$ cat src/rtl/voice_allocator.sv
// voice_allocator: polyphonic voice allocator for an nco bank.
// Scans the voices one per cycle after each accepted note event, then
// commits a retrigger / free-voice assignment / oldest-voice steal
// (note-on) or a gate release (note-off).
// Optional feature macro: VOICE_ALLOC_SUSTAIN_EN (adds SUSTAIN input and
// sustain-pedal hold/release of note-offs).
module voice_allocator #(
   parameter int VOICES = 4,
   parameter int RANK_W = 2
) (
   input  logic                  CLK,
   input  logic                  RST,
   input  logic                  NOTE_ON,
   input  logic                  NOTE_OFF,
   input  logic [6:0]            NOTE_IN,
`ifdef VOICE_ALLOC_SUSTAIN_EN
   input  logic                  SUSTAIN,
`endif
   output logic                  READY,
   output logic [7*VOICES-1:0]   VOICE_NOTES,
   output logic [VOICES-1:0]     VOICE_GATE,
   output logic [VOICES-1:0]     VOICE_TRIG,
   output logic                  STEAL
);

   typedef enum logic [1:0] {
      IDLE    = 2'd0,
      SCAN    = 2'd1,
      COMMIT  = 2'd2,
      RELEASE = 2'd3
   } state_t;

   localparam logic [RANK_W-1:0] LAST = RANK_W'(VOICES - 1);

   state_t             state_q;
   logic [RANK_W-1:0]  idx_q;
   logic [6:0]         note_lat_q;
   logic               off_q;
   logic               match_vld_q;
   logic [RANK_W-1:0]  match_idx_q;
   logic               free_vld_q;
   logic [RANK_W-1:0]  free_idx_q;
   logic [RANK_W-1:0]  old_idx_q;
   logic [6:0]         notes_q [VOICES];
   logic [RANK_W-1:0]  rank_q  [VOICES];
   logic [VOICES-1:0]  gate_q;
   logic [VOICES-1:0]  trig_q;
   logic               steal_q;
   logic               ready_q;
`ifdef VOICE_ALLOC_SUSTAIN_EN
   logic [VOICES-1:0]  sus_q;
   logic               sus_prev_q;
   logic               pend_q;
`endif

   logic [RANK_W-1:0]  target_d;
   logic               steal_d;
   logic [RANK_W-1:0]  rank_d [VOICES];
   logic               match_hit_d;
   logic               free_hit_d;
   logic               old_hit_d;

   // Per-cycle scan tests on the voice currently indexed by idx_q.
   always_comb begin
      match_hit_d = gate_q[idx_q] && (notes_q[idx_q] == note_lat_q);
      free_hit_d  = !gate_q[idx_q];
      old_hit_d   = (rank_q[idx_q] == LAST);
   end

   // Note-on target selection by priority and the resulting rank update.
   always_comb begin
      target_d = old_idx_q;
      steal_d  = 1'b1;
      if (match_vld_q) begin
         target_d = match_idx_q;
         steal_d  = 1'b0;
      end else if (free_vld_q) begin
         target_d = free_idx_q;
         steal_d  = 1'b0;
      end
      for (int unsigned i = 0; i < VOICES; i++) begin
         rank_d[i] = rank_q[i];
         if (RANK_W'(i) == target_d) begin
            rank_d[i] = '0;
         end else if (rank_q[i] < rank_q[target_d]) begin
            rank_d[i] = rank_q[i] + 1'b1;
         end
      end
   end

   // Allocator FSM with registered outputs.
   always_ff @(posedge CLK or posedge RST) begin
      if (RST) begin
         state_q     <= IDLE;
         idx_q       <= '0;
         note_lat_q  <= '0;
         off_q       <= 1'b0;
         match_vld_q <= 1'b0;
         match_idx_q <= '0;
         free_vld_q  <= 1'b0;
         free_idx_q  <= '0;
         old_idx_q   <= '0;
         gate_q      <= '0;
         trig_q      <= '0;
         steal_q     <= 1'b0;
         ready_q     <= 1'b1;
         for (int unsigned i = 0; i < VOICES; i++) begin
            notes_q[i] <= '0;
            rank_q[i]  <= RANK_W'(i);
         end
`ifdef VOICE_ALLOC_SUSTAIN_EN
         sus_q      <= '0;
         sus_prev_q <= 1'b0;
         pend_q     <= 1'b0;
`endif
      end else begin
         trig_q  <= '0;
         steal_q <= 1'b0;
         case (state_q)
            IDLE: begin
               if (NOTE_ON || NOTE_OFF) begin
                  note_lat_q  <= NOTE_IN;
                  off_q       <= NOTE_OFF;
                  ready_q     <= 1'b0;
                  idx_q       <= '0;
                  match_vld_q <= 1'b0;
                  free_vld_q  <= 1'b0;
                  old_idx_q   <= '0;
                  state_q     <= SCAN;
               end
`ifdef VOICE_ALLOC_SUSTAIN_EN
               else if (pend_q) begin
                  for (int unsigned i = 0; i < VOICES; i++) begin
                     if (sus_q[i]) begin
                        gate_q[i] <= 1'b0;
                     end
                  end
                  sus_q   <= '0;
                  pend_q  <= 1'b0;
                  ready_q <= 1'b0;
                  state_q <= RELEASE;
               end
`endif
            end
            SCAN: begin
               if (!match_vld_q && match_hit_d) begin
                  match_vld_q <= 1'b1;
                  match_idx_q <= idx_q;
               end
               if (!free_vld_q && free_hit_d) begin
                  free_vld_q <= 1'b1;
                  free_idx_q <= idx_q;
               end
               if (old_hit_d) begin
                  old_idx_q <= idx_q;
               end
               if (idx_q == LAST) begin
                  state_q <= COMMIT;
               end else begin
                  idx_q <= idx_q + 1'b1;
               end
            end
            COMMIT: begin
               if (!off_q) begin
                  notes_q[target_d] <= note_lat_q;
                  gate_q[target_d]  <= 1'b1;
                  trig_q[target_d]  <= 1'b1;
                  steal_q           <= steal_d;
                  for (int unsigned i = 0; i < VOICES; i++) begin
                     rank_q[i] <= rank_d[i];
                  end
`ifdef VOICE_ALLOC_SUSTAIN_EN
                  sus_q[target_d] <= 1'b0;
`endif
               end else if (match_vld_q) begin
`ifdef VOICE_ALLOC_SUSTAIN_EN
                  if (SUSTAIN) begin
                     sus_q[match_idx_q] <= 1'b1;
                  end else begin
                     gate_q[match_idx_q] <= 1'b0;
                  end
`else
                  gate_q[match_idx_q] <= 1'b0;
`endif
               end
               ready_q <= 1'b1;
               state_q <= IDLE;
            end
            RELEASE: begin
               ready_q <= 1'b1;
               state_q <= IDLE;
            end
            default: begin
               ready_q <= 1'b1;
               state_q <= IDLE;
            end
         endcase
`ifdef VOICE_ALLOC_SUSTAIN_EN
         // Pedal falling edge is recorded last so a new release request
         // survives a release being serviced on the same edge.
         sus_prev_q <= SUSTAIN;
         if (sus_prev_q && !SUSTAIN) begin
            pend_q <= 1'b1;
         end
`endif
      end
   end

   // Output packing of the per-voice note registers.
   always_comb begin
      VOICE_NOTES = '0;
      for (int unsigned i = 0; i < VOICES; i++) begin
         VOICE_NOTES[7*i +: 7] = notes_q[i];
      end
   end

   assign READY      = ready_q;
   assign VOICE_GATE = gate_q;
   assign VOICE_TRIG = trig_q;
   assign STEAL      = steal_q;

endmodule

$ cat config.mk
export PLATFORM = sky130hd
export DESIGN_NAME = voice_allocator
export DESIGN_NICKNAME = d
export VERILOG_FILES = /design/src/rtl/voice_allocator.sv
export SDC_FILE = /design/constraint.sdc
export NUM_CORES = 1
export LEC_CHECK = 0
export CAP_MARGIN = 25
export CELL_PAD_IN_SITES_DETAIL_PLACEMENT = 1
export CELL_PAD_IN_SITES_GLOBAL_PLACEMENT = 2
export CORE_MARGIN = 3
export CORE_UTILIZATION = 35
export CTS_CLUSTER_SIZE = 8
export DETAILED_ROUTE_END_ITERATION = 10
export PLACE_DENSITY_LB_ADDON = 0.1
export SETUP_SLACK_MARGIN = 0.4
export SLEW_MARGIN = 30
export SYNTH_ARGS = -nofsm -noshare
export SYNTH_HDL_FRONTEND = slang
export SYNTH_SLANG_ARGS = --single-unit
$ cat constraint.sdc
create_clock -name CLK -period 6.5 [get_ports CLK]
set_clock_uncertainty 0.05 [all_clocks]
set_input_delay 0.975 -clock CLK [delete_from_list [all_inputs] [get_ports CLK]]
set_output_delay 0.975 -clock CLK [all_outputs]
set_load 0.05 [all_outputs]
==> results.tsv <==
stage	metric	value	unit
place	Placed Area	0.003771	sq mm
logic_synthesis	mux cell area share after synthesis	20.80	%
route	DR WL/cell	18.94	um
power	Net Sw Power	0.7473	mW
hold_path	hold path depth	2	
logic_synthesis	post-synth top area share	48.05	%
timing	Slew HR	43.62	%
route	via count	2289	
timing	Final Hold Viols	0	
critical_path	Crit Path Class	flip-flop to output pin	
global_routing	Overflow after GRT	0	
critical_path	instance count on the critical path	1	
clock_tree	Clk Latency, worst-skew pair	0.35	ns
logic_synthesis	largest family of logic cells by synthesized area	multiplexers	
job	max cap viols	0	
clock_tree	CTS tree	done	
global_routing	GRT Util Overall	17.62	%
finish	share of post-route cells with drive strength above 1	23.17	%
power	logic gate share of total power	38.5	%
clock_tree	TritonCTS Buffers	9	
logic_synthesis	Mapped Area	0.003177	sq mm
outcome	status	complete, no violations	
logic_synthesis	Yosys reg bits	66	
logic_synthesis	simple-gate share of the synthesized area	14.22	%
critical_path	critical path capture point type	output pin	
critical_path	CP Buf/Inv Count	1	
timing	Max Clk Rate	0.3702	GHz
logic_synthesis	sequential element share of the synthesized area	52.19	%
finish	cell area after layout	0.003998	sq mm
timing	Slew @ Worst Pin	0.8457	ns
logic_synthesis	Yosys warning total	0	
timing	fin crit period	2.701	ns
timing	hold_ws	0.4488	ns
place	IO buf count	48	
timing	setup tns final	0	ns
timing	Final Max Slew Viols	0	
clock_tree	# resized after CTS	0	
logic_synthesis	Synth area leaders	dfrtp_1 (48%), mux2_2 (12%), nand2_1 (4.8%)	
floorplan	die span in y	101.3	um
power	Sw Share	41.71	%
floorplan	Die Wd	101.3	um
route	via-per-instance ratio	5.250	
critical_path	CP max-delay cell	clkdlybuf4s50_1	
floorplan	Core Footprint	0.008763	sq mm
timing	Setup Viol. Count Final	0	
clock_tree	Setup Fix Bufs, Post-CTS	0	
route	Pre-Repair DR Iteration Count	4	
clock_tree	Root Buffer	clkbuf_8	
logic_synthesis	post-synthesis xor/xnor area fraction	1.930	%
critical_path	max incr delay on CP	0.79	ns
logic_synthesis	mean post-synth cell area	11.85	sq um
place	Final HPWL DP	5641	um
power	Cell Int Power	1.045	mW
critical_path	CP Data Arrival Time	1.68	ns
route	Remaining DRCs	0	
logic_synthesis	syn nets	280	
route	DRC violation total after the first TritonRoute iteration	49	
critical_path	CP Max Fanout	2	
floorplan	Rows	34	
timing	RSZ-0062 raised after global routing	false	
power	Power Density	448.2	mW/mm^2
logic_synthesis	Adder-Cell Fraction of Synth Area	0.3939	%
finish	number of fill cells	940	
power	Peak VDD IR	0.1994	mV
logic_synthesis	post-synthesis compound-gate area fraction	8.271	%
clock_tree	CTS sink count	66	
global_routing	first-pass GRT wire length	13600	um
finish	Area growth syn-to-layout	25.84	%
route	antenna-violating nets left	0	
finish	final core utilization	45.62	%
critical_path	Reg2Reg Depth	5	
floorplan	Initial Utilization	36.25	%
logic_synthesis	Distinct cells, synth	42	
timing	Final period util	41.56	%
power	Reg power frac	39.6	%
global_routing	initial antenna violation count	0	
hold_path	worst hold path class	flip-flop to flip-flop	
finish	nets@finish	335	
clock_tree	clk buf depth	2	
clock_tree	Post-CTS Hold Fix Bufs	0	
clock_tree	Clock H-tree levels	3	
floorplan	die area	0.01026	sq mm
critical_path	crit path cell chain	clkdlybuf4s50_1	
global_routing	largest net degree at the start of global routing	67	
route	drt total wl	8256	um
logic_synthesis	Mapped Cells	268	
critical_path	Startpoint Class	flip-flop	
power	LEAKAGE	1.773	nW
critical_path	CP delay by family, top	buffers and inverters	
critical_path	worst path required time	5.47	ns
finish	n_diodes	0	
power	Clk pwr share	22.0	%
floorplan	I/O Pins	49	
global_routing	vias in the first global route	2463	
place	Routability Congestion	0.7318	
clock_tree	Clock transition at path regs	0.08	ns
logic_synthesis	Synth area leader	dfrtp_1	
==> registers in the layout, summed over array words and instances (netlist names) <==
| name | cells |
|---|---|
| VOICE_NOTES | 28 |
| free_idx_q | 2 |
| STEAL | 1 |
| note_lat_q | 7 |
| old_idx_q | 2 |
| state_q | 2 |
| idx_q | 2 |
| match_idx_q | 2 |
| free_vld_q | 1 |
| READY | 1 |
| match_vld_q | 1 |
| VOICE_TRIG | 4 |
| off_q | 1 |
| rank_q | 8 |
| VOICE_GATE | 4 |
==> power groups by stage <==
| stage | combinational, mW | sequential, mW | clock [mW] |
|---|---|---|---|
| floorplan | 0.386 | 0.801 | 0 |
| global placement | 0.691 | 0.717 | 0 |
| detailed placement | 0.699 | 0.719 | 0 |
| CTS | 0.702 | 0.713 | 0.405 |
| global route | 0.750 | 0.735 | 0.421 |
| finish | 0.690 | 0.709 | 0.393 |
==> Yosys cell counts (all sizes together) <==
library cell / number
a211oi: 1
a21o: 6
a21oi: 3
a221oi: 4
a22oi: 1
a31oi: 7
and2: 1
buf: 4
clkbuf: 3
dfrtp: 61
dfstp: 5
ha: 1
inv: 7
mux2: 35
mux2i: 6
mux4: 8
nand2: 41
nand2b: 5
nand3: 6
nand4: 1
nor2: 19
nor2b: 5
nor3: 7
nor3b: 1
nor4: 1
o21a: 2
o21ai: 10
o31a: 2
o31ai: 2
or2: 1
or3: 4
or3b: 1
xnor2: 5
xor2: 2
==> placed cells by master (no fill, tap or decap), types with 4 or more instances in the layout <==
master / instances
o21ai_0: 6
nand3_1: 6
a21o_1: 6
clkbuf_8: 10
or3_1: 4
nor2_1: 16
nand2b_1: 5
inv_1: 6
dfstp_2: 5
mux4_2: 4
xnor2_1: 5
dfrtp_1: 61
nor3_1: 6
nand2_1: 41
a221oi_1: 4
clkdlybuf4s50_1: 48
mux2i_1: 5
mux2_2: 33
a31oi_1: 7
mux4_1: 4
nor2b_1: 5
==> cells by family after synthesis <==
group	Yosys count
muxes	49
adders and majority gates	1
DFF	66
and+or+nand+nor	93
xor gates and xnor gates	7
AOI/OAI and AO/OA	38
buffers and inverters	14
==> stage by stage <==
step                power [mW]  cells  worst slack, ns
floorplan                1.187    268            3.828
detailed placement       1.418    420            3.826
CTS                      1.820    436            3.773
global route             1.906    436            3.680
finish                   1.792    436            3.799
global placement         1.408    420            3.893
==> final cells by class <==
| cell class | instances | area (sq um) | area share, % |
|---|---|---|---|
| tap | 108 | 135.1 | 3.380 |
| clock inverter | 6 | 88.84 | 2.222 |
| inverter | 7 | 26.28 | 0.6573 |
| sequential | 66 | 1658 | 41.47 |
| clock buffer | 10 | 137.6 | 3.443 |
| timing repair buffer | 51 | 503.0 | 12.58 |
| multi-input combinational | 188 | 1449 | 36.24 |
==> routing by layer <==
layer  wire, um  track usage (%)  vias to the layer above
li1           -                -                     1070
met1       3948            23.86                     1173
met2       4013            28.32                       38
met3        170            2.824                        8
met4        124            7.055                        0
met5          0                0                        -
==> path summary, 6_finish.rpt <==
check / end / from / slack (ns)
worst max-delay path: READY / READY / 3.80
worst min-delay path: READY / READY / 0.45
worst max register to register: match_idx_q[1] / idx_q[0] / 3.86
worst min register to register: READY / READY / 0.45
max in group asynchronous: note_lat_q[5] / RST / 4.70
min in group asynchronous: note_lat_q[2] / RST / 1.14
No activity file was read; power rests on OpenSTA's default activity.
